<file path="src/rtl/touchscreen_pkg.sv">
// Shared definitions for the packed touchscreen word stream: tag, field positions, event codes.
package touchscreen_pkg;

  localparam int TS_COORD_W = 12;

  localparam logic [3:0] TS_TAG = 4'h8;

  // Word layout {tag[3:0], X[11:0], zero[3:0], Y[11:0]}
  localparam int TS_TAG_MSB = 31;
  localparam int TS_TAG_LSB = 28;
  localparam int TS_X_MSB   = 27;
  localparam int TS_X_LSB   = 16;
  localparam int TS_PAD_MSB = 15;
  localparam int TS_PAD_LSB = 12;
  localparam int TS_Y_MSB   = 11;
  localparam int TS_Y_LSB   = 0;

  localparam logic [1:0] TS_EVT_PRESS   = 2'd1;
  localparam logic [1:0] TS_EVT_MOVE    = 2'd2;
  localparam logic [1:0] TS_EVT_RELEASE = 2'd3;

  typedef enum logic {
    TS_IDLE    = 1'b0,
    TS_TOUCHED = 1'b1
  } ts_state_e;

endpackage

</file>
<file path="src/rtl/touchscreen_delta_cmp.sv">
// Per-axis movement detector: true when either axis moved strictly more than the threshold.
module touchscreen_delta_cmp
  import touchscreen_pkg::*;
(
  input  logic [TS_COORD_W-1:0] new_x,
  input  logic [TS_COORD_W-1:0] new_y,
  input  logic [TS_COORD_W-1:0] last_x,
  input  logic [TS_COORD_W-1:0] last_y,
  input  logic [TS_COORD_W:0]   thresh,
  output logic                  moved
);

  logic signed [TS_COORD_W:0] dx;
  logic signed [TS_COORD_W:0] dy;
  logic        [TS_COORD_W:0] adx;
  logic        [TS_COORD_W:0] ady;

  // One extra bit keeps the difference signed, so 0x002 -> 0xFFE is a large move, not a wrap.
  always_comb begin
    dx    = $signed({1'b0, new_x}) - $signed({1'b0, last_x});
    dy    = $signed({1'b0, new_y}) - $signed({1'b0, last_y});
    adx   = dx[TS_COORD_W] ? $unsigned(-dx) : $unsigned(dx);
    ady   = dy[TS_COORD_W] ? $unsigned(-dy) : $unsigned(dy);
    moved = (adx > thresh) || (ady > thresh);
  end

endmodule

</file>
<file path="src/rtl/touchscreen_event_decoder.sv">
// Turns validated touchscreen samples into PRESS/MOVE/RELEASE events with a one-slot output register.
// Handshakes: a transfer happens on a rising CLK edge where STB & ACK; STB is held until then.
module touchscreen_event_decoder
  import touchscreen_pkg::*;
#(
  parameter int RELEASE_TIMEOUT = 50000,
  parameter int MOVE_THRESH     = 4
) (
  input  logic        CLK,
  input  logic        RST,
  input  logic        I_STB,
  output logic        I_ACK,
  input  logic [31:0] I_DAT,
  output logic        O_STB,
  input  logic        O_ACK,
  output logic [1:0]  O_EVT,
  output logic [11:0] O_X,
  output logic [11:0] O_Y,
  output logic [7:0]  ERR_CNT,
  output logic        DBG_STATE
);

  localparam int TW = $clog2(RELEASE_TIMEOUT + 1);
  localparam logic [TW-1:0] T_MAX = TW'(RELEASE_TIMEOUT);
  localparam int THW = TS_COORD_W + 1;
  localparam logic [THW-1:0] THRESH = THW'(MOVE_THRESH);

  ts_state_e       state_q, state_d;
  logic [TW-1:0]   timer_q, timer_d;
  logic [11:0]     last_x_q, last_x_d, last_y_q, last_y_d;
  logic            o_stb_q, o_stb_d;
  logic [1:0]      o_evt_q, o_evt_d;
  logic [11:0]     o_x_q, o_x_d, o_y_q, o_y_d;
  logic [7:0]      err_q, err_d;

  logic [11:0]     smp_x, smp_y;
  logic            word_ok, slot_free, accept, valid_acc, moved;
  logic [TW-1:0]   timer_inc;

  assign smp_x     = I_DAT[TS_X_MSB:TS_X_LSB];
  assign smp_y     = I_DAT[TS_Y_MSB:TS_Y_LSB];
  assign word_ok   = (I_DAT[TS_TAG_MSB:TS_TAG_LSB] == TS_TAG) &&
                     (I_DAT[TS_PAD_MSB:TS_PAD_LSB] == 4'h0);
  assign slot_free = ~o_stb_q | O_ACK;
  assign I_ACK     = ~RST & slot_free;
  assign accept    = I_STB & I_ACK;
  assign valid_acc = accept & word_ok;
  assign timer_inc = (timer_q == T_MAX) ? T_MAX : timer_q + 1'b1;

  touchscreen_delta_cmp u_delta (
    .new_x  (smp_x),
    .new_y  (smp_y),
    .last_x (last_x_q),
    .last_y (last_y_q),
    .thresh (THRESH),
    .moved  (moved)
  );

  always_comb begin
    state_d  = state_q;
    timer_d  = timer_q;
    last_x_d = last_x_q;
    last_y_d = last_y_q;
    o_stb_d  = o_stb_q & ~O_ACK;
    o_evt_d  = o_evt_q;
    o_x_d    = o_x_q;
    o_y_d    = o_y_q;
    err_d    = err_q;

    if (accept && !word_ok && (err_q != 8'hFF)) err_d = err_q + 8'd1;

    case (state_q)
      TS_IDLE: begin
        if (valid_acc) begin
          o_stb_d  = 1'b1;
          o_evt_d  = TS_EVT_PRESS;
          o_x_d    = smp_x;
          o_y_d    = smp_y;
          last_x_d = smp_x;
          last_y_d = smp_y;
          timer_d  = '0;
          state_d  = TS_TOUCHED;
        end
      end
      TS_TOUCHED: begin
        if (valid_acc) begin
          timer_d = '0;
          if (moved) begin
            o_stb_d  = 1'b1;
            o_evt_d  = TS_EVT_MOVE;
            o_x_d    = smp_x;
            o_y_d    = smp_y;
            last_x_d = smp_x;
            last_y_d = smp_y;
          end
        end else begin
          timer_d = timer_inc;
          // A saturated timer waits here until the slot can take the RELEASE.
          if ((timer_inc == T_MAX) && slot_free) begin
            o_stb_d = 1'b1;
            o_evt_d = TS_EVT_RELEASE;
            o_x_d   = last_x_q;
            o_y_d   = last_y_q;
            timer_d = '0;
            state_d = TS_IDLE;
          end
        end
      end
      default: state_d = TS_IDLE;
    endcase
  end

  always_ff @(posedge CLK or posedge RST) begin
    if (RST) begin
      state_q  <= TS_IDLE;
      timer_q  <= '0;
      last_x_q <= '0;
      last_y_q <= '0;
      o_stb_q  <= 1'b0;
      o_evt_q  <= '0;
      o_x_q    <= '0;
      o_y_q    <= '0;
      err_q    <= '0;
    end else begin
      state_q  <= state_d;
      timer_q  <= timer_d;
      last_x_q <= last_x_d;
      last_y_q <= last_y_d;
      o_stb_q  <= o_stb_d;
      o_evt_q  <= o_evt_d;
      o_x_q    <= o_x_d;
      o_y_q    <= o_y_d;
      err_q    <= err_d;
    end
  end

  assign O_STB     = o_stb_q;
  assign O_EVT     = o_evt_q;
  assign O_X       = o_x_q;
  assign O_Y       = o_y_q;
  assign ERR_CNT   = err_q;
  assign DBG_STATE = (state_q == TS_TOUCHED);

endmodule

</file>
<file path="config.mk">
export PLATFORM = sky130hd
export DESIGN_NAME = touchscreen_event_decoder
export DESIGN_NICKNAME = d
export VERILOG_FILES = /design/src/rtl/touchscreen_pkg.sv /design/src/rtl/touchscreen_delta_cmp.sv /design/src/rtl/touchscreen_event_decoder.sv
export SDC_FILE = /design/constraint.sdc
export NUM_CORES = 1
export LEC_CHECK = 0
export BUFFER_PORTS_ARGS = -buffer_cell sky130_fd_sc_hd__buf_4
export CELL_PAD_IN_SITES_DETAIL_PLACEMENT = 0
export CELL_PAD_IN_SITES_GLOBAL_PLACEMENT = 1
export CORE_MARGIN = 1
export CORE_UTILIZATION = 40
export DETAILED_ROUTE_END_ITERATION = 7
export PLACE_DENSITY = 0.76
export REMOVE_ABC_BUFFERS = 1
export SKIP_LAST_GASP = 1
export SLEW_MARGIN = 20
export SYNTH_ARGS = -nofsm -noshare
export SYNTH_HDL_FRONTEND = slang
export SYNTH_SLANG_ARGS = --single-unit
</file>
<file path="constraint.sdc">
create_clock -name CLK -period 6.7 [get_ports CLK]
set_input_delay 0 -clock CLK [delete_from_list [all_inputs] [get_ports CLK]]
set_output_delay 0 -clock CLK [all_outputs]
set_load 0.05 [all_outputs]
</file>
==> results by group <==
Place
  • DPL Wire Length: 13.3 mm
  • I/O Buffers: 72
  • Place WS: 2.48 ns
  • Routability cong.: 0.892

Logic synthesis
  • Sequential cell area fraction in the yosys report: 25.8%
  • Ys flop type: dfrtp_1
  • EDFF count, synth: 0
  • #FFs+latches synth: 76
  • Async SR Flop Fraction: 100%
  • Synth Instances: 935
  • Synth unique cells: 83
  • Mapped Area: 7380 um^2
  • Yosys warning total: 0
  • Syn avg cell area: 7.90 um^2

Critical path
  • CP arrival: 4.51 ns
  • Critical Path Source Type: flop
  • Worst-path fanout max: 40
  • Slowest stage delay, CP: 0.77 ns
  • Kind of critical path: reg -> reg
  • Slowest CP cell: or2_2
  • Crit end category: flop
  • CP top delay family: simple AND/OR/NAND/NOR gates
  • CP Buf/Inv Count: 1
  • Cell Chain, Critical Path: ha_1, fa_1, nand2b_1, a21o_1, a311oi_1, nand2_1, and4b_1, or3b_1, a21boi_2, or2_2, buf_4, a31oi_1, o211ai_1
  • CP required: 6.97 ns

Die
  • # IOs: 73
  • Die Ht: 138 um
  • Core Region: 18000 um^2
  • Die Wd: 138 um
  • DIE AREA: 19000 um^2
  • FP Rows: 49
  • Initial Util: 41.0%

CTS
  • Later-pin clock latency in the skew report: 0.36 ns
  • Post-CTS Setup Inserts: 0
  • TritonCTS buffer count: 9
  • CTS hold repair buffers: 24
  • H-Tree Depth: 3
  • Cts repair resizes: 0
  • Clk root buf: clkbuf_16
  • TritonCTS clock tree: yes
  • CTS sink cnt: 76
  • Clk pin slew, worst setup/hold paths: 0.07 ns
  • Max clock buf depth: 2

STA
  • Minimum clock period: 4.24 ns
  • Final setup vio count: 0
  • Unrepaired setup endpoints after global routing: false
  • Final worst slack: 2.46 ns
  • Final count of hold timing violations: 0
  • Relative slew margins: 29.4%
  • Final Slew Violations: 0
  • Final hold slack: 0.0219 ns
  • Clk_skew: 0.0105 ns
  • Final TNS setup: 0 ns
  • Fmax: 236 MHz
  • Fin crit share: 63.3%
  • Slew @ Worst Pin: 1.05 ns

Finish
  • Most common cell after layout, fill and taps aside: nor2_1
  • Ratio of cells with drive above 1 in the final layout: 14.2%
  • Fillers: 1813
  • # nets final: 1058
  • Sequential Area: 1910 um^2
  • Multi-input gate area: 5050 um^2
  • Ant diodes: 0
  • Util after Layout: 47.6%
  • Area grow syn2layout: 16.2%
  • Most frequent cells in the layout: nor2_1 (96), buf_4 (83), dfrtp_1 (75), nand3_1 (71), nand2_1 (64)

Global route
  • Met3 Track Usage GR: 2.67%
  • Gr ovfl total: 0
  • GR peak layer: met2
  • Largest net degree at the start of global routing: 72
  • First-pass GRT wire length: 33.9 mm
  • Initial antenna violation count: 0
  • Met2 Track Usage GR: 35.6%
  • Total GRT Usage: 22.6%
  • M1 GR Usage: 31.8%
  • Vias in the first global route: 6651

Power and ir drop
  • Leakage: 3.84 nW
  • Worst vdd ir: 0.000129 V
  • P per Cell Area: 206 nW/um^2

Route
  • DR iter-0 viols: 520
  • Antenna Nets Post-Route: 0
  • Routed wire length: 20.2 mm
  • Vias post-DR: 7133
  • Drc violations: 0
  • Initial DRT Pass Iterations: 4
  • WL per Instance: 16.5 um
  • DR vias/cell: 5.83

Job
  • Max-Cap Viols: 0

Worst hold path
  • Hold WC Path Type: in -> reg

Run status
  • Status: finished, final reports clean
-- per-stage QoR --
stage | instance area, um^2 | cells | power (W)
2_1_floorplan | 7090 | 873 | 0.00104
4_1_cts | 8580 | 1224 | 0.00178
5_1_grt | 8580 | 1224 | 0.00187
6_report | 8580 | 1224 | 0.00177
3_3_place_gp | 8040 | 1185 | 0.00124
3_5_place_dp | 8040 | 1185 | 0.00123
-- per-layer routing --
layer | wire length (um) | part of all wire (%)
met3 | 630 | 3.1
met1 | 10100 | 50
met5 | 0 | 0
met4 | 314 | 1.6
met2 | 9220 | 46
-- worst min-delay path, cell delays in order --
cell	delay, ns
buf_4	0.07
nand2b_1	0.17
o21ai_1	0.09
-- sequential cells by signal, indices dropped and copies added, names as in the netlist --
signal     flops
O_EVT          2
last_y_q      12
O_X           12
DBG_STATE      1
O_Y           12
ERR_CNT        8
O_STB          1
timer_q       16
last_x_q      12
-- final cells by class --
cell class / instances / share of cell area [%]
tap: 229 / 3.34
sequential: 76 / 22.2
inverter: 44 / 1.94
timing repair buffer: 107 / 10.1
clock buffer: 12 / 2.99
clock inverter: 3 / 0.540
multi-input combinational: 753 / 58.9
-- Yosys cell counts (7+ instances only) --
library cell  number  area (um^2)
nand2b_1           8         50.1
nor3_1            15         75.1
mux2_2            20          225
a21oi_1           48          240
and4_1            10         87.6
o211ai_1          31          233
and3_1            30          188
clkbuf_1          39          146
a31oi_1           23          144
a21o_1            11         82.6
inv_1             44          165
nand3b_1          23          173
and2_1             7         43.8
ha_1              29          363
o21a_1             7         52.6
nand2_1           64          240
dfrtp_1           76         1900
nor2b_1            7         43.8
nand3_1           72          360
buf_2             10         50.1
xor2_1            14          123
o21ai_0           35          175
mux2i_1           30          300
nor4b_1           23          201
nand4_1           14         87.6
nor2_1            97          364
nor4_1             9         56.3
xnor2_1           18          158
o21bai_1           7         52.6
o31ai_1            7         52.6
a311oi_1           7         61.3
-- power by group --
part | internal (W) | switching, W | total, W
clock | 0.000308 | 0.000220 | 0.000529
sequential | 0.000516 | 0.0000817 | 0.000597
combinational | 0.000240 | 0.000402 | 0.000642
-- kinds of logic (layout without fill, tap and decap cells) --
logic type / count (synthesis) / in the layout / synth area share (%)
buffers and inverters: 106 / 166 / 6.19
adders and majority gates: 31 / 31 / 5.46
AOI/OAI and AO/OA: 227 / 227 / 21.1
DFF: 76 / 76 / 25.8
and+or+nand+nor: 410 / 410 / 30.1
xor gates and xnor gates: 33 / 33 / 4.02
muxes: 52 / 52 / 7.42
-- final timing paths --
kind                        startpoint     endpoint  slack, ns  depth (start not counted)
max                        last_y_q[0]  last_x_q[5]       2.46                         13
min                              O_ACK        O_STB       0.02                          3
max reg2reg                last_y_q[0]  last_x_q[5]       2.46                         13
min reg2reg                 ERR_CNT[4]   ERR_CNT[4]       0.49                          1
max in group asynchronous          RST    DBG_STATE       5.31                          4
min in group asynchronous          RST     O_EVT[0]       0.27                          3
Power figures use the tool's default switching activity.
